### config.mk
export PLATFORM = sky130hd
export DESIGN_NAME = cclut_pattern_lut_pipe
export DESIGN_NICKNAME = d
export VERILOG_FILES = /design/src/rtl/cclut_pkg.sv /design/src/rtl/cclut_pattern_lut_pipe_table.sv /design/src/rtl/cclut_pattern_lut_pipe.sv
export SDC_FILE = /design/constraint.sdc
export NUM_CORES = 1
export LEC_CHECK = 0
export CAP_MARGIN = 20
export CORE_MARGIN = 5
export CORE_UTILIZATION = 47
export CTS_CLUSTER_DIAMETER = 60
export CTS_CLUSTER_SIZE = 20
export DETAILED_ROUTE_END_ITERATION = 10
export GPL_ROUTABILITY_DRIVEN = 0
export PLACE_DENSITY = 0.76
export SLEW_MARGIN = 20
export SYNTH_ARGS = -nofsm -noshare
export SYNTH_HDL_FRONTEND = slang
export SYNTH_SLANG_ARGS = --single-unit
### constraint.sdc
create_clock -name clock -period 2.8 [get_ports clock]
set_input_delay 0.56 -clock clock [delete_from_list [all_inputs] [get_ports clock]]
set_output_delay 0.56 -clock clock [all_outputs]
set_load 0.02 [all_outputs]
### src/rtl/cclut_pkg.sv
// Shared constants, LUT word field layout and default table contents for the
// CCLUT pattern lookup blocks.
package cclut_pkg;

  localparam int MXPIDB = 3;
  localparam int MXDATB = 9;
  localparam int MXPATC = 11;

  localparam int BEND_LSB    = 0;
  localparam int BEND_W      = 5;
  localparam int OFFS_LSB    = 5;
  localparam int OFFS_W      = 4;
  localparam int OFFS_CENTER = 7;

  localparam int NPID = 5;

  // Centred offset, zero bend: returned for out-of-range pattern IDs.
  localparam logic [MXDATB-1:0] LUT_BLANK = 9'b0111_00000;

  // Power-up table contents: offset = adr[3:0], bend = adr[8:4] ^ pid.
  // The mem-file flow replaces these words with the fitted table contents.
  function automatic logic [MXDATB-1:0] lut_default(input int pid, input int adr);
    logic [MXDATB-1:0] w;
    w = '0;
    w[OFFS_LSB +: OFFS_W] = OFFS_W'(adr);
    w[BEND_LSB +: BEND_W] = BEND_W'(adr >> OFFS_W) ^ BEND_W'(pid);
    return w;
  endfunction

endpackage

### src/rtl/cclut_pattern_lut_pipe_table.sv
// One pattern table with NCH registered read ports; writable at run time when
// CCLUT_LUT_WRITE_EN is defined, otherwise a read-only ROM.
module cclut_table #(
  parameter int NCH = 2,
  parameter int PID = 0,
  parameter int AW  = cclut_pkg::MXPATC,
  parameter int DW  = cclut_pkg::MXDATB
) (
  input  logic              clock,
  input  logic [NCH-1:0]    rd_en,
  input  logic [NCH*AW-1:0] rd_adr,
  output logic [NCH*DW-1:0] rd_data
`ifdef CCLUT_LUT_WRITE_EN
  ,
  input  logic              wr_en,
  input  logic [AW-1:0]     wr_adr,
  input  logic [DW-1:0]     wr_data
`endif
);
  import cclut_pkg::*;

`ifdef CCLUT_LUT_WRITE_EN
  // Written words overlay the power-up contents; the flag vector tracks which
  // addresses have been overwritten so reset never touches the table.
  logic [DW-1:0]    mem [2**AW];
  logic [2**AW-1:0] written = '0;

  always_ff @(posedge clock)
    if (wr_en) begin
      mem[wr_adr]     <= wr_data;
      written[wr_adr] <= 1'b1;
    end
`endif

  for (genvar c = 0; c < NCH; c++) begin : g_port
    logic [AW-1:0] adr;
    logic [DW-1:0] q;

    assign adr = rd_adr[c*AW +: AW];

    always_ff @(posedge clock)
      if (rd_en[c])
`ifdef CCLUT_LUT_WRITE_EN
        q <= written[adr] ? mem[adr] : DW'(lut_default(PID, int'(adr)));
`else
        q <= DW'(lut_default(PID, int'(adr)));
`endif

    assign rd_data[c*DW +: DW] = q;
  end

endmodule

### src/rtl/cclut_pattern_lut_pipe.sv
// Pipelined NCH-channel CCLUT lookup: comparator code -> offset/bend -> refined
// half-strip and eighth-strip keys. CCLUT_LUT_WRITE_EN adds a table write port.
module cclut_pattern_lut_pipe #(
  parameter int NCH        = 2,
  parameter int MXKEYBX    = 8,
  parameter int MXPATC     = cclut_pkg::MXPATC,
  parameter int MXPIDB     = cclut_pkg::MXPIDB,
  parameter int MXDATB     = cclut_pkg::MXDATB,
  parameter int NHS        = 224,
  parameter     ROM_PREFIX = "rom_pat"
) (
  input  logic                       clock,
  input  logic                       reset,
  input  logic [NCH-1:0]             in_vld,
  input  logic [NCH*MXKEYBX-1:0]     in_key,
  input  logic [NCH*MXPIDB-1:0]      in_pid,
  input  logic [NCH*MXPATC-1:0]      in_cc,
`ifdef CCLUT_LUT_WRITE_EN
  input  logic                       lut_we,
  input  logic [MXPIDB-1:0]          lut_pid,
  input  logic [MXPATC-1:0]          lut_adr,
  input  logic [MXDATB-1:0]          lut_wdata,
`endif
  output logic [NCH-1:0]             out_vld,
  output logic [NCH*MXKEYBX-1:0]     out_key,
  output logic [NCH*(MXKEYBX+2)-1:0] out_eskey,
  output logic [NCH*4-1:0]           out_offs,
  output logic [NCH*5-1:0]           out_bend,
  output logic [NCH-1:0]             out_badpid,
  output logic [NCH-1:0]             out_clip
);
  import cclut_pkg::*;

  localparam int ESW    = MXKEYBX + 2;
  localparam int ESX    = MXKEYBX + 3;
  localparam int ES_MAX = 4*NHS - 1;

  // [1] input capture, [2] LUT data, [3] output register
  logic [3:1][NCH-1:0]     vld_pipe;
  logic [NCH*MXPATC-1:0]   lut_adr_s1;
  logic [NCH*MXDATB-1:0]   lut_q [NPID];

  always_ff @(posedge clock)
    if (reset) vld_pipe <= '0;
    else       vld_pipe <= {vld_pipe[2:1], in_vld};

  assign out_vld = vld_pipe[3];

  for (genvar p = 0; p < NPID; p++) begin : g_tab
    cclut_table #(.NCH(NCH), .PID(p), .AW(MXPATC), .DW(MXDATB)) u_tab (
      .clock   (clock),
      .rd_en   (vld_pipe[1]),
      .rd_adr  (lut_adr_s1),
`ifdef CCLUT_LUT_WRITE_EN
      .wr_en   (lut_we && (lut_pid == MXPIDB'(p))),
      .wr_adr  (lut_adr),
      .wr_data (lut_wdata),
`endif
      .rd_data (lut_q[p])
    );
  end

  for (genvar c = 0; c < NCH; c++) begin : g_ch
    logic [MXKEYBX-1:0]    key1, key2, okey;
    logic [MXPIDB-1:0]     pid1, pid2;
    logic [MXPATC-1:0]     cc1;
    logic [MXDATB-1:0]     word;
    logic                  bad, clip;
    logic signed [ESX-1:0] es;
    logic [ESW-1:0]        es_sat, oes;
    logic [OFFS_W-1:0]     ooffs;
    logic [BEND_W-1:0]     obend;
    logic                  obad, oclip;

    // Data registers only load on a valid candidate; idle cycles cost no toggles.
    always_ff @(posedge clock) begin
      if (in_vld[c]) begin
        key1 <= in_key[c*MXKEYBX +: MXKEYBX];
        pid1 <= in_pid[c*MXPIDB +: MXPIDB];
        cc1  <= in_cc[c*MXPATC +: MXPATC];
      end
      if (vld_pipe[1][c]) begin
        key2 <= key1;
        pid2 <= pid1;
      end
    end

    assign lut_adr_s1[c*MXPATC +: MXPATC] = cc1;

    always_comb begin
      word = LUT_BLANK;
      bad  = 1'b1;
      for (int p = 0; p < NPID; p++)
        if (int'(pid2) == p) begin
          word = lut_q[p][c*MXDATB +: MXDATB];
          bad  = 1'b0;
        end
      es = $signed({1'b0, key2, 2'b00})
         + $signed(ESX'(word[OFFS_LSB +: OFFS_W]))
         - $signed(ESX'(OFFS_CENTER));
      es_sat = es[ESW-1:0];
      clip   = 1'b0;
      if (es[ESX-1]) begin
        es_sat = '0;
        clip   = 1'b1;
      end else if (es > $signed(ESX'(ES_MAX))) begin
        es_sat = ESW'(ES_MAX);
        clip   = 1'b1;
      end
    end

    always_ff @(posedge clock)
      if (reset) begin
        okey  <= '0;
        oes   <= '0;
        ooffs <= '0;
        obend <= '0;
        obad  <= 1'b0;
        oclip <= 1'b0;
      end else if (vld_pipe[2][c]) begin
        okey  <= es_sat[ESW-1:2];
        oes   <= es_sat;
        ooffs <= word[OFFS_LSB +: OFFS_W];
        obend <= word[BEND_LSB +: BEND_W];
        obad  <= bad;
        oclip <= clip;
      end

    assign out_key[c*MXKEYBX +: MXKEYBX] = okey;
    assign out_eskey[c*ESW +: ESW]       = oes;
    assign out_offs[c*4 +: 4]            = ooffs;
    assign out_bend[c*5 +: 5]            = obend;
    assign out_badpid[c]                 = obad;
    assign out_clip[c]                   = oclip;
  end

endmodule

======== Word level (Yosys, flattened, before mapping) ========
Index checks and enable logic that the tools add are counted.
storage, ports and cells
  memories ................................ 0
  bits in latches ......................... 0
  bits in registers ....................... 216
  ROM bits ................................ 0
  RAM bits ................................ 0
  logic and storage cells ................. 87
operators by class
  bitwise gates (word level) .............. 8
  shift-type cells ........................ 0
  multiplexer cells ....................... 28
  add/subtract/negate cells ............... 4
  equality and inequality tests ........... 8
  div/mod/pow operators ................... 0
  multiply operators ...................... 0
  magnitude comparators ................... 2
  reductions and logical operators ........ 2
operators by type and width
  operator                                                               number
  9-bit two-way mux                                                      10
  10-bit two-way mux                                                     4
  10-bit by 4-bit adder with 11-bit output                               2
  11-bit > comparator (second input constant)                            2
  11-bit by 4-bit subtractor with 11-bit output (second input constant)  2
  3-bit == test (second input constant)                                  6
  1-bit two-way mux                                                      14
  3-bit by 2-bit == test with 1-bit output (second input constant)       2
  3-bit logical NOT                                                      2
  1-bit NOT                                                              6
  2-bit NOT                                                              2

======== Logic depth before layout (Yosys ltp) ========
Gate-level depths: netlist (run 1).
  depth after elaboration ................. 11
  mapped depth ............................ 12
  depth with buffers taken out ............ 12

======== Modules after synthesis ========
A second synthesis (run 1) with hierarchy kept.
unflattened totals
  cell total of the unflattened synthesis .. 590
  area total of the unflattened synthesis .. 8,399.3 um^2
by module, submodules not included
  module                             times used  area each (um^2)  seq. area each (um^2)  cells an instance
  cclut_pattern_lut_pipe             1           5,659.2           2,942.8                490
  cclut_table at g_tab[1].u_tab ...  3           548.0             540.5                  20
  cclut_table at g_tab[3].u_tab      1           555.5             540.5                  22
  cclut_table at g_tab[0].u_tab      1           540.5             540.5                  18

======== Least setup slack after synthesis (run 1) ========
No wires, ideal clock.
  path type ............................... register to register
  start ................................... register g_ch[1].pid2[1]
  end ..................................... register g_ch[1].okey[2]
  arrival time ............................ 2.901 ns
  stages on the path, launching flop included .. 12
  buffers on the path ..................... 0
  slack ................................... -0.196 ns
  data required time ...................... 2.705 ns
  path through ............................ edfxtp_1 -> o21ai_0 -> nand2_1 -> ha_1 -> inv_1 -> ha_1 -> a211oi_1 -> nor3b_1 -> or4b_1 -> nand3_2 -> nand3_4 -> a221oi_1
between the ends
  word-level cells in the longest chain between the ends .. 11
  elaborated cells between the ends (all ways) .. 15
  those cells by class .................... 2 x add/sub; 1 x order compare; 4 x eq/ne; 7 x mux; 1 x reduce/logical
RTL lines
  item                                             RTL line                       RTL
  start, declared                                  cclut_pattern_lut_pipe.sv:65   logic [MXPIDB-1:0] pid1, pid2;
  start signal, assigned                           cclut_pattern_lut_pipe.sv:84   pid2 <= pid1;
  3-bit logical NOT                                cclut_pattern_lut_pipe.sv:94   if (int'(pid2) == p) begin
  9-bit two-way mux (4 in series)                  cclut_pattern_lut_pipe.sv:94
  9-bit two-way mux *                              cclut_pattern_lut_pipe.sv:94
  10-bit by 4-bit adder with 11-bit output *       cclut_pattern_lut_pipe.sv:99   + $signed(ESX'(word[OFFS_LSB +: OFFS_W]))
  11-bit by 4-bit subtractor with 11-bit output *  cclut_pattern_lut_pipe.sv:100  - $signed(ESX'(OFFS_CENTER));
  11-bit > comparator                              cclut_pattern_lut_pipe.sv:106  end else if (es > $signed(ESX'(ES_MAX))) begin
  10-bit two-way mux                               cclut_pattern_lut_pipe.sv:106
  10-bit two-way mux *                             cclut_pattern_lut_pipe.sv:103  if (es[ESX-1]) begin
  end signal, assigned                             cclut_pattern_lut_pipe.sv:121  okey <= es_sat[ESW-1:2];
  end, declared                                    cclut_pattern_lut_pipe.sv:64   logic [MXKEYBX-1:0] key1, key2, okey;
Mark *: on every way between the ends. The rest lies on a longest branch, timed or not.
A chain may end at the register's enable or synchronous reset.

======== Worst setup path in the final report (run 1) ========
  start ................................... register g_ch[1].pid2[0]
  end ..................................... register g_ch[1].okey[3]
Same word-level chain as after synthesis.

==> results.json, run 1 <==
{
  "status": "finished, violations left",
  "violations": "negative setup slack",
  "cp_top_family": "simple AND/OR/NAND/NOR gates",
  "setup.worst_path.start": "g_ch[1].pid2[0]$_DFFE_PP_",
  "gr-total-overflow": 0,
  "syn_avg_cell_area_um2": 12.40,
  "wl_per_cell_um": 16.34,
  "start_util": 0.4767,
  "drc": 0,
  "final_nets": 676,
  "setup_viol": 8,
  "drtAntennaViolNets": 0,
  "grt_max_degree": 29,
  "cpPeakStageDelay_ns": 0.54,
  "fillers": 846,
  "r2r_setup_slack_ns": -0.08,
  "final_cell_area_um2": 8054,
  "ir_drop_mv": 0.4917,
  "rsz0062_at_grt": "true",
  "grt_util_all_layers": 0.1767,
  "die_x_um": 120.1,
  "drt-initial-drc-count": 273,
  "synth_seq_area_share": 0.6215,
  "synthFlopType": "edfxtp_1",
  "vias": 4007,
  "pin_count": 108,
  "placed_area_um2": 7053,
  "rr_endpoint": "g_ch[1].okey[3]$_SDFFE_PP0P_",
  "skew_ns": 0.006726,
  "start_kind": "register",
  "syn_area_um2": 5702,
  "crit_chain": "o21ai_4 > nand2_2 > ha_4 > inv_2 > ha_4 > a211oi_4 > nor3b_2 > or4b_4 > nand3_4 > nand3_4 > a221oi_2",
  "wl_um": 12480,
  "crit_fanout": 6,
  "worstSetupEndpointType": "register",
  "cts_buffers": 17,
  "worst_slew_pin_slew_ns": 1.027,
  "crit_buf_inv": 1,
  "yosysMostFrequentCell": "edfxtp_1",
  "synthTopCellsByCount": "edfxtp_1 (86), dfxtp_1 (48), inv_1 (35), nor2_1 (35), nand2_1 (29)",
  "clock_sinks": 134,
  "multiInputGateArea_um2": 2157,
  "critical-path-slowest-cell": "or4b_4",
  "required_ns": 3.13,
  "synth_area_leaders": "edfxtp_1 (45%), dfxtp_1 (17%), ha_1 (5.3%), buf_4 (2.9%), inv_1 (2.3%)",
  "grt_pass1_wl_um": 19730,
  "cts-root-buf": "clkbuf_16",
  "dp_slack_ns": -0.2071,
  "p_per_area_nw_per_um2": 690.6,
  "antenna_found_initial": 0,
  "synth_cell_type_count": 66,
  "cts_buffer_depth": 2,
  "core_um2": 11960,
  "htreeDepth": 4,
  "die-area_um2": 14430,
  "fin_ws_ns": -0.07776,
  "dp_hpwl_um": 8608,
  "min_period_ns": 2.878,
  "worstPathArrival_ns": 3.21,
  "vias_per_cell": 5.245,
  "max_cap_viol_count": 0,
  "synth_top_area_frac": 0.4529,
  "max_freq_mhz": 347.5,
  "drtPass1Iterations": 4,
  "synth_cells": 460,
  "p_leak_nw": 3.007,
  "die_y_um": 120.1,
  "yosys_warnings": 0,
  "path_depth": 11,
  "cts_tree": "built",
  "synthArstFlopShare": 0,
  "seqCellArea_um2": 3543,
  "r2r-start": "g_ch[1].pid2[0]$_DFFE_PP_",
  "max-slew-margin-rel": 0.3145,
  "hold_class": "register to register",
  "rows": 40,
  "syn_to_final_growth_pct": 41.26,
  "clk_pin_slew_worst_paths_ns": 0.06,
  "insertion_delay_ns": 0.42,
  "port_buffers": 103,
  "synth_fp_nets": 532,
  "ys_ff_latch": 134,
  "yosysTopAreaCell": "edfxtp_1",
  "grt_pass1_vias": 4114,
  "drive_gt1_frac": 0.2480,
  "diodes": 0,
  "drv_slew": 0,
  "crit_type": "register to register",
  "synth-edff-count": 86,
  "finalHoldViolations": 0,
  "worstSetupEndpoint": "g_ch[1].okey[3]$_SDFFE_PP0P_",
  "r2r.worst_path.cells": 11,
  "hold_ws_ns": 0.4157,
  "fin_crit_sh": 1.028
}
## power breakdown
part	internal (W)	total [W]	switching (W)
combinational	0.000523	0.00103	0.000511
sequential	0.00225	0.00233	0.0000750
clock	0.00140	0.00220	0.000807
total	0.00417	0.00556	0.00139
## layer usage
metal	vias up	global-route usage	part of all wire	wire, um
li1	1950	-	-	-
met1	1924	0.2017	0.41	5168
met2	114	0.3045	0.51	6427
met3	19	0.05608	0.052	648
met4	0	0.07516	0.019	235
met5	-	0	0	0
## repair_timing
action                     4_1_cts  5_1_grt
pin swaps                       15       18
gates resized for setup         32       32
hold buffers                     0        0
setup buffers                    6        5
setup endpoints to repair       21       22
## area by class of cell
class / instances / area share
timing repair buffer: 157 / 0.1793
inverter: 36 / 0.01678
sequential: 134 / 0.4400
multi-input combinational: 258 / 0.2678
clock buffer: 19 / 0.05375
clock inverter: 13 / 0.01957
tap: 147 / 0.02284
## flip-flops by register name, summed over array words and instances (netlist names)
signal	cells
g_ch.ooffs	8
g_tab.u_tab.g_port.q	24
g_ch.oclip	2
g_ch.pid2	6
out_vld	2
g_ch.key1	16
g_ch.cc1	18
g_ch.oes	4
g_ch.okey	16
g_ch.pid1	6
g_ch.key2	16
g_ch.obend	10
g_ch.obad	2
vld_pipe	4
## through the flow
step | TNS, ns | utilization | instances | total power, W
floorplan | 0 | - | 460 | 0.002842
global placement | -0.8488 | 0.5896 | 721 | 0.003186
detailed placement | -2.072 | 0.5896 | 721 | 0.003219
CTS | -0.01159 | 0.6573 | 759 | 0.005524
global route | -1.791 | 0.6733 | 764 | 0.005801
finish | -0.4602 | 0.6733 | 764 | 0.005562
## logic make-up (layout without fill, tap and decap cells)
logic type               Yosys count  after routing  synth area share
AND/OR/NAND/NOR                  128            128            0.1161
AO/OA/AOI/OAI                     90             90            0.1227
buffers and inverters             68            225           0.05925
adder cells (fa/ha/maj)           24             24           0.05267
multiplexers                       6              6           0.01251
flip-flops                       134            134            0.6215
XOR/XNOR                          10             10           0.01536
## worst min-delay path by stage
stage,startpoint,end,depth (start not counted)
after CTS,g_ch[1].pid1[0]$_DFFE_PP_,g_ch[1].pid2[0]$_DFFE_PP_,0
after detailed placement,g_ch[0].pid1[0]$_DFFE_PP_,g_ch[0].pid2[0]$_DFFE_PP_,0
after global placement,g_ch[0].key1[0]$_DFFE_PP_,g_ch[0].key2[0]$_DFFE_PP_,0
after global routing,g_ch[1].cc1[1]$_DFFE_PP_,g_tab[3].u_tab.g_port[1].q[6]$_DFFE_PP_,0
final,g_ch[1].pid1[0]$_DFFE_PP_,g_ch[1].pid2[0]$_DFFE_PP_,0
after floorplan,g_ch[0].key1[0]$_DFFE_PP_,g_ch[0].key2[0]$_DFFE_PP_,0
## cell usage in the layout (no fill, tap or decap), types with 14 or more instances in the layout
master           Yosys  layout
clkbuf_16            0      17
inv_1               35      32
dfxtp_1             48      48
nand2_1             29      27
nor2_1              35      30
ha_1                24      14
clkdlybuf4s50_1      0     103
buf_4               22      52
a21oi_1             24      21
edfxtp_1            86      86
(Power assumes the default switching activity.)
==> inputs of run 2 (changes only) <==
--- a/config.mk
+++ b/config.mk
@@ -9,7 +9,6 @@
 export CORE_MARGIN = 5
 export CORE_UTILIZATION = 47
 export CTS_CLUSTER_DIAMETER = 60
-export CTS_CLUSTER_SIZE = 20
 export DETAILED_ROUTE_END_ITERATION = 10
 export GPL_ROUTABILITY_DRIVEN = 0
 export PLACE_DENSITY = 0.76
==> results of run 2 <==
The final DEF is identical to that of run 1; final timing and power are the same.
==> inputs of run 3 (changes only) <==
--- a/config.mk
+++ b/config.mk
@@ -7,12 +7,13 @@
 export LEC_CHECK = 0
 export CAP_MARGIN = 20
 export CORE_MARGIN = 5
-export CORE_UTILIZATION = 47
+export CORE_UTILIZATION = 45
 export CTS_CLUSTER_DIAMETER = 60
 export DETAILED_ROUTE_END_ITERATION = 10
 export GPL_ROUTABILITY_DRIVEN = 0
-export PLACE_DENSITY = 0.76
+export PLACE_DENSITY = 0.71
 export SLEW_MARGIN = 20
 export SYNTH_ARGS = -nofsm -noshare
 export SYNTH_HDL_FRONTEND = slang
 export SYNTH_SLANG_ARGS = --single-unit
+export TNS_END_PERCENT = 50
==> constraint.sdc (replaced) <==
create_clock -name clock -period 3.5 [get_ports clock]
set_input_delay 0.7 -clock clock [delete_from_list [all_inputs] [get_ports clock]]
set_output_delay 0.7 -clock clock [all_outputs]
set_load 0.02 [all_outputs]
==> results.json, run 3 (synthesis results as in run 1) <==
{
  "finalHoldViolations": 0,
  "post_cts_buffers": 0,
  "skew_ns": 0.004620,
  "p_per_area_nw_per_um2": 577.6,
  "worstSetupEndpointType": "register",
  "syn_to_final_growth_pct": 29.98,
  "dp_hpwl_um": 8129,
  "worstPathArrival_ns": 3.49,
  "clk_pin_slew_worst_paths_ns": 0.06,
  "crit_fanout": 7,
  "diodes": 0,
  "max-slew-margin-rel": 0.3173,
  "cts-root-buf": "clkbuf_16",
  "grt_pass1_wl_um": 18470,
  "stdcell_count": 743,
  "status": "complete, no violations",
  "drc": 0,
  "clock_sinks": 134,
  "fin_ws_ns": 0.3199,
  "cpPeakStageDelay_ns": 0.43,
  "r2r-start": "g_ch[1].pid2[1]$_DFFE_PP_",
  "fillers": 1053,
  "worstSetupEndpoint": "g_ch[1].okey[2]$_SDFFE_PP0P_",
  "reg_top3": "g_tab.u_tab.g_port.q: 24 flops, g_ch.cc1: 18 flops",
  "max_cap_viol_count": 0,
  "p_leak_nw": 2.742,
  "drv_slew": 0,
  "die_y_um": 122.6,
  "setup_viol": 0,
  "cts_tree": "built",
  "grt_util_all_layers": 0.1619,
  "drtPass1Iterations": 4,
  "setup-tns-final_ns": 0,
  "layout_common_cells": "clkdlybuf4s50_1 (102), edfxtp_1 (86), dfxtp_1 (48), nor2_1 (35), inv_1 (35)",
  "antenna_found_initial": 0,
  "crit_top_cell": "ha_1",
  "rsz0062_at_grt": "false",
  "dp_slack_ns": 0.3415,
  "placed_cells": 711,
  "die-area_um2": 15020,
  "port_buffers": 103,
  "rows": 41,
  "ir_drop_mv": 0.4345,
  "fin_crit_sh": 0.9086,
  "worst_slew_pin_slew_ns": 1.023,
  "htreeDepth": 4,
  "grt_max_degree": 30,
  "gr-total-overflow": 0,
  "drtAntennaViolNets": 0,
  "vias_per_cell": 5.062,
  "start_kind": "register",
  "wl_um": 11410,
  "pin_count": 108,
  "r2r.worst_path.cells": 12,
  "core_um2": 12520,
  "max_freq_mhz": 314.5,
  "start_util": 0.4555,
  "setup.worst_path.start": "g_ch[1].pid2[1]$_DFFE_PP_",
  "min_period_ns": 3.180,
  "rr_endpoint": "g_ch[1].okey[2]$_SDFFE_PP0P_",
  "final_common_cell": "clkdlybuf4s50_1",
  "post_cts_resized": 0,
  "hold_class": "register to register",
  "insertion_delay_ns": 0.41,
  "largest-register": "g_tab.u_tab.g_port.q",
  "final_nets": 630,
  "drive_gt1_frac": 0.1033,
  "cts_buffer_depth": 2,
  "r2r_setup_slack_ns": 0.32,
  "die_x_um": 122.6,
  "largest_reg_flops": 24,
  "cts_buffers": 17,
  "critical-path-slowest-cell": "edfxtp_1",
  "postCtsHoldBufs": 0,
  "drt-initial-drc-count": 227,
  "vias": 3761,
  "crit_type": "register to register",
  "wl_per_cell_um": 15.36,
  "grt_pass1_vias": 3855,
  "required_ns": 3.81,
  "crit_chain": "o21ai_0 > buf_4 > nand2_1 > ha_1 > inv_1 > ha_1 > nand3_1 > a211oi_2 > nor3b_1 > o211a_1 > nor2_2 > a221oi_1"
}
## run 3: area by class of cell
class                   instances  area [um2]  area share
clock buffers                  17       425.4     0.05740
clock inverters                15       185.2     0.02499
inverters                      36       135.1     0.01823
multi-input cells             258        1821      0.2457
flip-flops and latches        134        3543      0.4781
well taps                     172       215.2     0.02904
repair buffers                111        1086      0.1465
## run 3: report_power, final
part | switching (W) | internal [W]
clock network | 0.000646 | 0.00118
registers | 0.0000548 | 0.00180
logic | 0.000331 | 0.000269
## run 3: worst min-delay path by stage
stage	from	end	depth (start not counted)
floorplan	g_ch[0].key1[0]$_DFFE_PP_	g_ch[0].key2[0]$_DFFE_PP_	0
finish	g_ch[1].key1[2]$_DFFE_PP_	g_ch[1].key2[2]$_DFFE_PP_	0
global placement	g_ch[1].pid1[1]$_DFFE_PP_	g_ch[1].pid2[1]$_DFFE_PP_	0
CTS	g_ch[1].key1[2]$_DFFE_PP_	g_ch[1].key2[2]$_DFFE_PP_	0
detailed placement	g_ch[0].pid1[2]$_DFFE_PP_	g_ch[0].pid2[2]$_DFFE_PP_	0
global route	g_ch[0].key1[1]$_DFFE_PP_	g_ch[0].key2[1]$_DFFE_PP_	0
## run 3: critical path, delay by kind of cell, from the launching register on
family	cells	cell delay, ns
flip-flops	1	0.43
adder cells (fa/ha/maj)	2	0.61
buffers and inverters	2	0.21
AO/OA/AOI/OAI	4	1.10
AND/OR/NAND/NOR	4	0.71
## run 3: stage by stage
stage | util | power [W] | hold slack (ns) | area, um2
after floorplan | - | 0.002270 | 0.4003 | 5702
after global placement | 0.5433 | 0.002461 | 0.4032 | 6800
after detailed placement | 0.5433 | 0.002483 | 0.4045 | 6800
after CTS | 0.5921 | 0.004329 | 0.4146 | 7411
after global routing | 0.5921 | 0.004469 | 0.4218 | 7411
final | 0.5921 | 0.004281 | 0.4150 | 7411
## run 3: metal layers
| metal | up-vias | part of all wire | track usage |
|---|---|---|---|
| met1 | 1772 | 0.43 | 0.1884 |
| met2 | 107 | 0.49 | 0.2710 |
| met5 | - | 0 | 0 |
| li1 | 1856 | - | - |
| met3 | 26 | 0.052 | 0.04793 |
| met4 | 0 | 0.026 | 0.08328 |
